$ cat src/rtl/operand2_encoder.sv
// operand2_encoder: searches for the ARM rotated-immediate operand-2 form
// {rot4, imm8} of a 32-bit constant, one rotation per clock, under a
// start/done handshake.
// Optional feature macro: OPERAND2_INVERT_EN also accepts constants whose
// bitwise complement is encodable, flagged through the 'inverted' output.
module operand2_encoder (
  input  logic        clk,
  input  logic        reset,
  input  logic        start,
  input  logic [31:0] value,
  output logic        busy,
  output logic        done,
  output logic        valid,
  output logic [7:0]  imm8,
  output logic [3:0]  rot4,
  output logic [11:0] encoding,
  output logic        inverted
);

  typedef enum logic {IDLE, SEARCH} state_t;

  state_t      state_q, state_n;
  logic [3:0]  r_q, r_n;
  logic [31:0] v_q, v_n;
  logic        done_q, done_n;
  logic        valid_q, valid_n;
  logic [7:0]  imm8_q, imm8_n;
  logic [3:0]  rot4_q, rot4_n;
  logic        inv_q, inv_n;

  logic [31:0] cand;
  logic [31:0] candi;
  logic        match_d;
  logic        match_i;

  // 32-bit rotate left; a zero shift leaves x unchanged because x >> 32 is 0.
  function automatic logic [31:0] rol32(input logic [31:0] x, input logic [4:0] sh);
    logic [5:0] rsh;
    rsh   = 6'd32 - {1'b0, sh};
    rol32 = (x << sh) | (x >> rsh);
  endfunction

  // Candidate for the current rotation: undoing ROR by 2r is ROL by 2r.
  always_comb begin
    cand    = rol32(v_q, {r_q, 1'b0});
    candi   = rol32(~v_q, {r_q, 1'b0});
    match_d = (cand[31:8] == 24'd0);
`ifdef OPERAND2_INVERT_EN
    match_i = (candi[31:8] == 24'd0);
`else
    match_i = 1'b0;
`endif
  end

  // State register and result registers; reset clears everything and
  // abandons any search in flight without emitting done.
  always_ff @(posedge clk or posedge reset) begin
    if (reset) begin
      state_q <= IDLE;
      r_q     <= 4'd0;
      v_q     <= 32'd0;
      done_q  <= 1'b0;
      valid_q <= 1'b0;
      imm8_q  <= 8'd0;
      rot4_q  <= 4'd0;
      inv_q   <= 1'b0;
    end else begin
      state_q <= state_n;
      r_q     <= r_n;
      v_q     <= v_n;
      done_q  <= done_n;
      valid_q <= valid_n;
      imm8_q  <= imm8_n;
      rot4_q  <= rot4_n;
      inv_q   <= inv_n;
    end
  end

  // Next-state logic: lowest rotation wins, direct form before inverted form.
  always_comb begin
    state_n = state_q;
    r_n     = r_q;
    v_n     = v_q;
    done_n  = 1'b0;
    valid_n = valid_q;
    imm8_n  = imm8_q;
    rot4_n  = rot4_q;
    inv_n   = inv_q;
    case (state_q)
      IDLE: begin
        if (start) begin
          v_n     = value;
          r_n     = 4'd0;
          state_n = SEARCH;
        end
      end
      SEARCH: begin
        if (match_d) begin
          imm8_n  = cand[7:0];
          rot4_n  = r_q;
          valid_n = 1'b1;
          inv_n   = 1'b0;
          done_n  = 1'b1;
          state_n = IDLE;
        end else if (match_i) begin
          imm8_n  = candi[7:0];
          rot4_n  = r_q;
          valid_n = 1'b1;
          inv_n   = 1'b1;
          done_n  = 1'b1;
          state_n = IDLE;
        end else if (r_q == 4'd15) begin
          imm8_n  = 8'd0;
          rot4_n  = 4'd0;
          valid_n = 1'b0;
          inv_n   = 1'b0;
          done_n  = 1'b1;
          state_n = IDLE;
        end else begin
          r_n = r_q + 4'd1;
        end
      end
      default: state_n = IDLE;
    endcase
  end

  assign busy     = (state_q == SEARCH);
  assign done     = done_q;
  assign valid    = valid_q;
  assign imm8     = imm8_q;
  assign rot4     = rot4_q;
  assign encoding = {rot4_q, imm8_q};
  assign inverted = inv_q;

endmodule
$ cat config.mk
export PLATFORM = sky130hd
export DESIGN_NAME = operand2_encoder
export DESIGN_NICKNAME = d
export VERILOG_FILES = /design/src/rtl/operand2_encoder.sv
export SDC_FILE = /design/constraint.sdc
export NUM_CORES = 1
export LEC_CHECK = 0
export ABC_AREA = 1
export CORE_AREA = 2 2 126 128
export DETAILED_ROUTE_END_ITERATION = 12
export DIE_AREA = 0 0 128 130
export DONT_BUFFER_PORTS = 1
export SLEW_MARGIN = 15
export SYNTH_ARGS = -nofsm -noshare
export SYNTH_HDL_FRONTEND = slang
export SYNTH_SLANG_ARGS = --single-unit
$ cat constraint.sdc
create_clock -name clk -period 4.7 [get_ports clk]
set_input_delay 0.94 -clock clk [delete_from_list [all_inputs] [get_ports clk]]
set_output_delay 0.94 -clock clk [all_outputs]
set_load 0.1 [all_outputs]
# Yosys cells after proc, flatten, opt, wreduce, memory -nomap -nowiden
# Cells that the tools add are included.
[word_totals] word_cells=41 out_inout_bits=28 ff_bits=52
[classes] n_bitwise=2 n_addsub=2 n_mux=18 n_eq_ne=4 shifts=2 reduce_logical=5
[ops] cell="$or A32 B32 Y32" n=1
[ops] cell="$shl A32 B5 Y32" n=1
[ops] cell="$shr A32 B6 Y32" n=1
[ops] cell="$logic_not A24 Y1" n=1
[ops] cell="$mux W4" n=5
[ops] cell="$mux W8" n=2
[ops] cell="$mux W1" n=9
[ops] cell="$pmux W4 S2" n=1
[ops] cell="$ne A2 B2 Y1 const B" n=3
[ops] cell="$sub A6 B5 Y6 const A" n=1
[ops] cell="$add A4 B1 Y4 const B" n=1
[ops] cell="$eq A4 B4 Y1 const B" n=1
[ops] cell="$reduce_and A2 Y1" n=2
[ops] cell="$reduce_and A3 Y1" n=1
[ops] cell="$pmux W1 S2" n=1
[ops] cell="$reduce_bool A2 Y1" n=1
[ops] cell="$not A1 Y1" n=1

# Longest topological paths before layout
[logic_depth] ltp_word=6 depth_mapped=21 depth_no_buf=17

# Least setup slack after synthesis
# No wires, ideal clock.
[synth_path] kind="flip-flop to flip-flop" from="register r_q[1]" to="register imm8_q[7] (netlist: imm8[7])" path_buffers=5 stages_incl_launch_ff=20 required_time_ns=4.574 t_arrival_ns=2.551 setup_time_ns=0.126 setup_slack_ns=2.023 cell_sequence="dfrtp_1 > buf_2 > inv_1 > buf_2 > ha_1 > buf_2 > inv_1 > buf_2 > nand3_1 > nand2_1 > o21ai_0 > nor2_1 > nand2_1 > o21ai_1 > nand2_1 > nor2_2 > nand3_4 > buf_6 > nand3_1 > o21ai_1"
[synth_via] elab_chain_len=6 word_cells_on_any_way=9 cone_classes="1 x add/sub; 1 x eq/ne; 2 x shift; 1 x mux; 1 x bitwise; 3 x reduce/logical"
[synth_lines] item="from (decl)" line_no="23" text="logic [3:0] r_q, r_n;"
[synth_lines] item="from (signal assigned)" line_no="69" text="r_q <= r_n;"
[synth_lines] item="$sub A6 B5 Y6"
[synth_lines] item="$shr A32 B6 Y32" line_no="40" text="rol32 = (x << sh) | (x >> rsh);"
[synth_lines] item="$or A32 B32 Y32" line_no="40"
[synth_lines] item="$logic_not A24 Y1" line_no="47" text="match_d = (cand[31:8] == 24'd0);"
[synth_lines] item="$reduce_bool A2 Y1 (no source line)"
[synth_lines] item="$reduce_and A2 Y1 (no source line)"
[synth_lines] item="to (signal assigned)" line_no="73" text="imm8_q <= imm8_n;"
[synth_lines] item="to (decl)" line_no="27" text="logic [7:0] imm8_q, imm8_n;"
# Parallel ways exist; a longest one is shown, timed or not.
# A chain may end at the register's enable or synchronous reset.

# Worst setup path after layout
[layout_path] from="register r_q[1]" to="register imm8_q[3] (netlist: imm8[3])"
# The elaborated chain is that of the path after synthesis.

==> results.sh <==
export IMPL_worstPathRequired_ns=4.88
export IMPL_ctsHoldBuffers=0
export IMPL_cts_buffers=5
export IMPL_relSlewSlack=0.3519
export IMPL_grt_busiest_layer="met2"
export IMPL_ant_nets=0
export IMPL_cap_violations=0
export IMPL_use_met2=0.2708
export IMPL_cp_slowest_cell="inv_1"
export IMPL_worstSkewPairLatency_ns=0.31
export IMPL_vias=4517
export IMPL_core_area_sq_um=15420
export IMPL_setup_violations=0
export IMPL_die_area_sq_um=16640
export IMPL_synth_area_sq_um=4514
export IMPL_yosysSeqAreaShare=0.2827
export IMPL_grt_overflow=0
export IMPL_use_met1=0.2321
export IMPL_critPathMaxFanout=35
export IMPL_outcome="completed"
export IMPL_syn_inst=675
export IMPL_io_pins=63
export IMPL_ctsResizeCount=0
export IMPL_initial_utilization=0.2927
export IMPL_synth_xor_area_frac=0.001940
export IMPL_cts_tree="yes"
export IMPL_start_kind="flip-flop"
export IMPL_yosys_area_share_simple=0.4606
export IMPL_drive_gt1_frac=0.1536
export IMPL_synthToLayoutAreaGrowth_pct=3.104
export IMPL_cts_path_max_buffers=2
export IMPL_synth_avg_cell_area_sq_um=6.688
export IMPL_diodes=0
export IMPL_finalCritPeriodShare=0.7428
export IMPL_path_class="reg -> reg"
export IMPL_nNetsFinal=674
export IMPL_cts_clk_slew_worst_paths_ns=0.07
export IMPL_drt_iter0_markers=504
export IMPL_place_hpwl_mm=10.45
export IMPL_drt_pre_antenna_iters=5
export IMPL_grt_pass1_wl_mm=22.54
export IMPL_layout_commonest_cell="nand3_1"
export IMPL_cts_htree_levels=2
export IMPL_fmax_mhz=286.4
export IMPL_cp_top_family="simple AND/OR/NAND/NOR gates"
export IMPL_place_gp_congestion=1.007
export IMPL_max_stage_delay_ns=0.66
export IMPL_worstHoldPathType="reg -> reg"
export IMPL_clock_sinks=51
export IMPL_grt_pass1_vias=4208
export IMPL_layout_common_cells="nand3_1, nand2_1, nor2_1"
export IMPL_yosysWarnings=0
export IMPL_synthDistinctLibCells=32
export IMPL_drt_total_wl_mm=14.10
export IMPL_rows=46
export IMPL_grt_use_total=0.1718
export IMPL_fill_cells=1699
export IMPL_slew_viol_final=0
export IMPL_rsz0062_at_grt="false"
export IMPL_wl_per_cell_microns=16.99
export IMPL_finalHoldViolations=0
export IMPL_post_cts_repair_setup_buffers=0
export IMPL_synth_compound_area_share=0.07733
export IMPL_fin_cells=830
export IMPL_period_minus_slack_ns=3.491
export IMPL_io_buffers=0
export IMPL_yosys_area_share_adder=0.005543
export IMPL_grt_antenna_before_repair=0
export IMPL_critPathBufInv=3
export IMPL_finalSetupTns_ns=0
export IMPL_worstMarginPinSlew_ns=0.9722
export IMPL_postSynthRegisterBits=51
export IMPL_synth_nets=712
export IMPL_crit_arrival_ns=3.67
export IMPL_drc=0
export IMPL_crit_top_cell="nand2_1"
export IMPL_synth_top_family_by_area="simple AND/OR/NAND/NOR gates"
export IMPL_grt_max_degree=52
export IMPL_use_met3=0.04100
export IMPL_vias_per_cell=5.442
export IMPL_cts_root_buf="clkbuf_16"
export IMPL_die_h_microns=130
export IMPL_cp_cell_sequence="buf_4, inv_1, ha_1, inv_1, nand3_1, nand2_1, o21ai_0, nor2_1, nand2_1, o21ai_1, nand2_1, nor2_2, nand3_4, nand3_1, o21ai_1"
export IMPL_critical_path_endpoint_type="flip-flop"
export IMPL_muxShareOfSynthArea=0.07982
export IMPL_place_inst=822
export IMPL_fin_worst_skew_ns=0.003582
export IMPL_die_x_microns=128
[path summary, 6_finish.rpt]
path	to	cells after the start	slack [ns]	startpoint
setup / recovery	imm8[3]	15	1.21	r_q[1]
hold / removal	v_q[20]	1	0.53	v_q[20]
setup reg to reg	imm8[3]	15	1.21	r_q[1]
hold reg to reg	v_q[20]	1	0.53	v_q[20]
max in group asynchronous	v_q[9]	2	3.56	reset
min in group asynchronous	done	2	0.67	reset
[synthesized netlist by cell type]
cell        n  area [sq um]
buf_6       6         67.56
conb_1      1         3.750
inv_2       2         7.510
nand4_1    10         62.56
dfrtp_1    51          1276
nor2_2      2         12.51
buf_4      17         127.6
xor2_1      1         8.760
o21a_1      3         22.52
nand3_4     1         17.52
inv_4       2         12.51
nand3_2     5         50.05
clkbuf_1   14         52.55
o21ai_0    20         100.1
and2_1      6         37.54
nand2_1   179         671.9
mux2_2     32         360.4
a21oi_1    16         80.08
a221oi_1    7         61.31
o21ai_2     4         35.03
o21ai_1    10         50.05
nand2_4     1         11.26
ha_1        2         25.02
nand3_1   180         900.9
nand3b_1    1         7.510
buf_1       1         3.750
nor2_1     49         183.9
buf_2      16         80.08
nand2_2    18         112.6
inv_1      16         60.06
nor3_1      1         5.000
or2_2       1         6.260
[per-layer routing]
metal  up-vias  share of wire  wire (microns)
met5         -              0               0
met4         0          0.021             299
met3        19          0.070             992
met2       189           0.46            6431
met1      2103           0.45            6381
li1       2206              -               -
[flip-flops by register name, indices dropped and copies added (netlist names)]
register  count
r_q           4
done          1
busy          1
imm8          8
rot4          4
valid         1
v_q          32
[layout make-up]
type | instances | area, sq um | share of cell area
multi-input combinational | 550 | 2826 | 0.6073
sequential | 51 | 1291 | 0.2774
tap | 192 | 240.2 | 0.05161
clock buffer | 5 | 125.1 | 0.02688
inverter | 20 | 80.08 | 0.01720
timing repair buffer | 9 | 67.56 | 0.01452
clock inverter | 3 | 23.77 | 0.005108
[worst reg2reg max path: cells and delay by family, from the launching register on]
family	cells	cell delay (ns)
buffers and inverters	3	1.12
and+or+nand+nor	8	1.32
DFF	1	0.32
AOI/OAI and AO/OA	3	0.32
adders and majority gates	1	0.30
[cells by family (layout without fill, tap and decap cells)]
logic type / count (synthesis) / in the layout
XOR/XNOR: 1 / 1
other: 1 / 1
flip-flops: 51 / 51
buffers and inverters: 74 / 37
AO/OA/AOI/OAI: 60 / 60
adder cells (fa/ha/maj): 2 / 2
multiplexers: 32 / 32
AND/OR/NAND/NOR: 454 / 454
[per-stage QoR]
stage | hold slack (ns) | util | cell area (sq um) | setup slack (ns)
4_1_cts | 0.5397 | 0.3018 | 4654 | 1.270
3_5_place_dp | 0.5227 | 0.2921 | 4506 | 1.280
2_1_floorplan | 0.5023 | - | 4514 | 2.023
3_3_place_gp | 0.5136 | 0.2921 | 4506 | 1.278
6_report | 0.5319 | 0.3018 | 4654 | 1.209
5_1_grt | 0.5514 | 0.3018 | 4654 | 0.8132
Power is not shown: default switching activity piles up to over one toggle a cycle in this logic, so the estimate is an artifact.
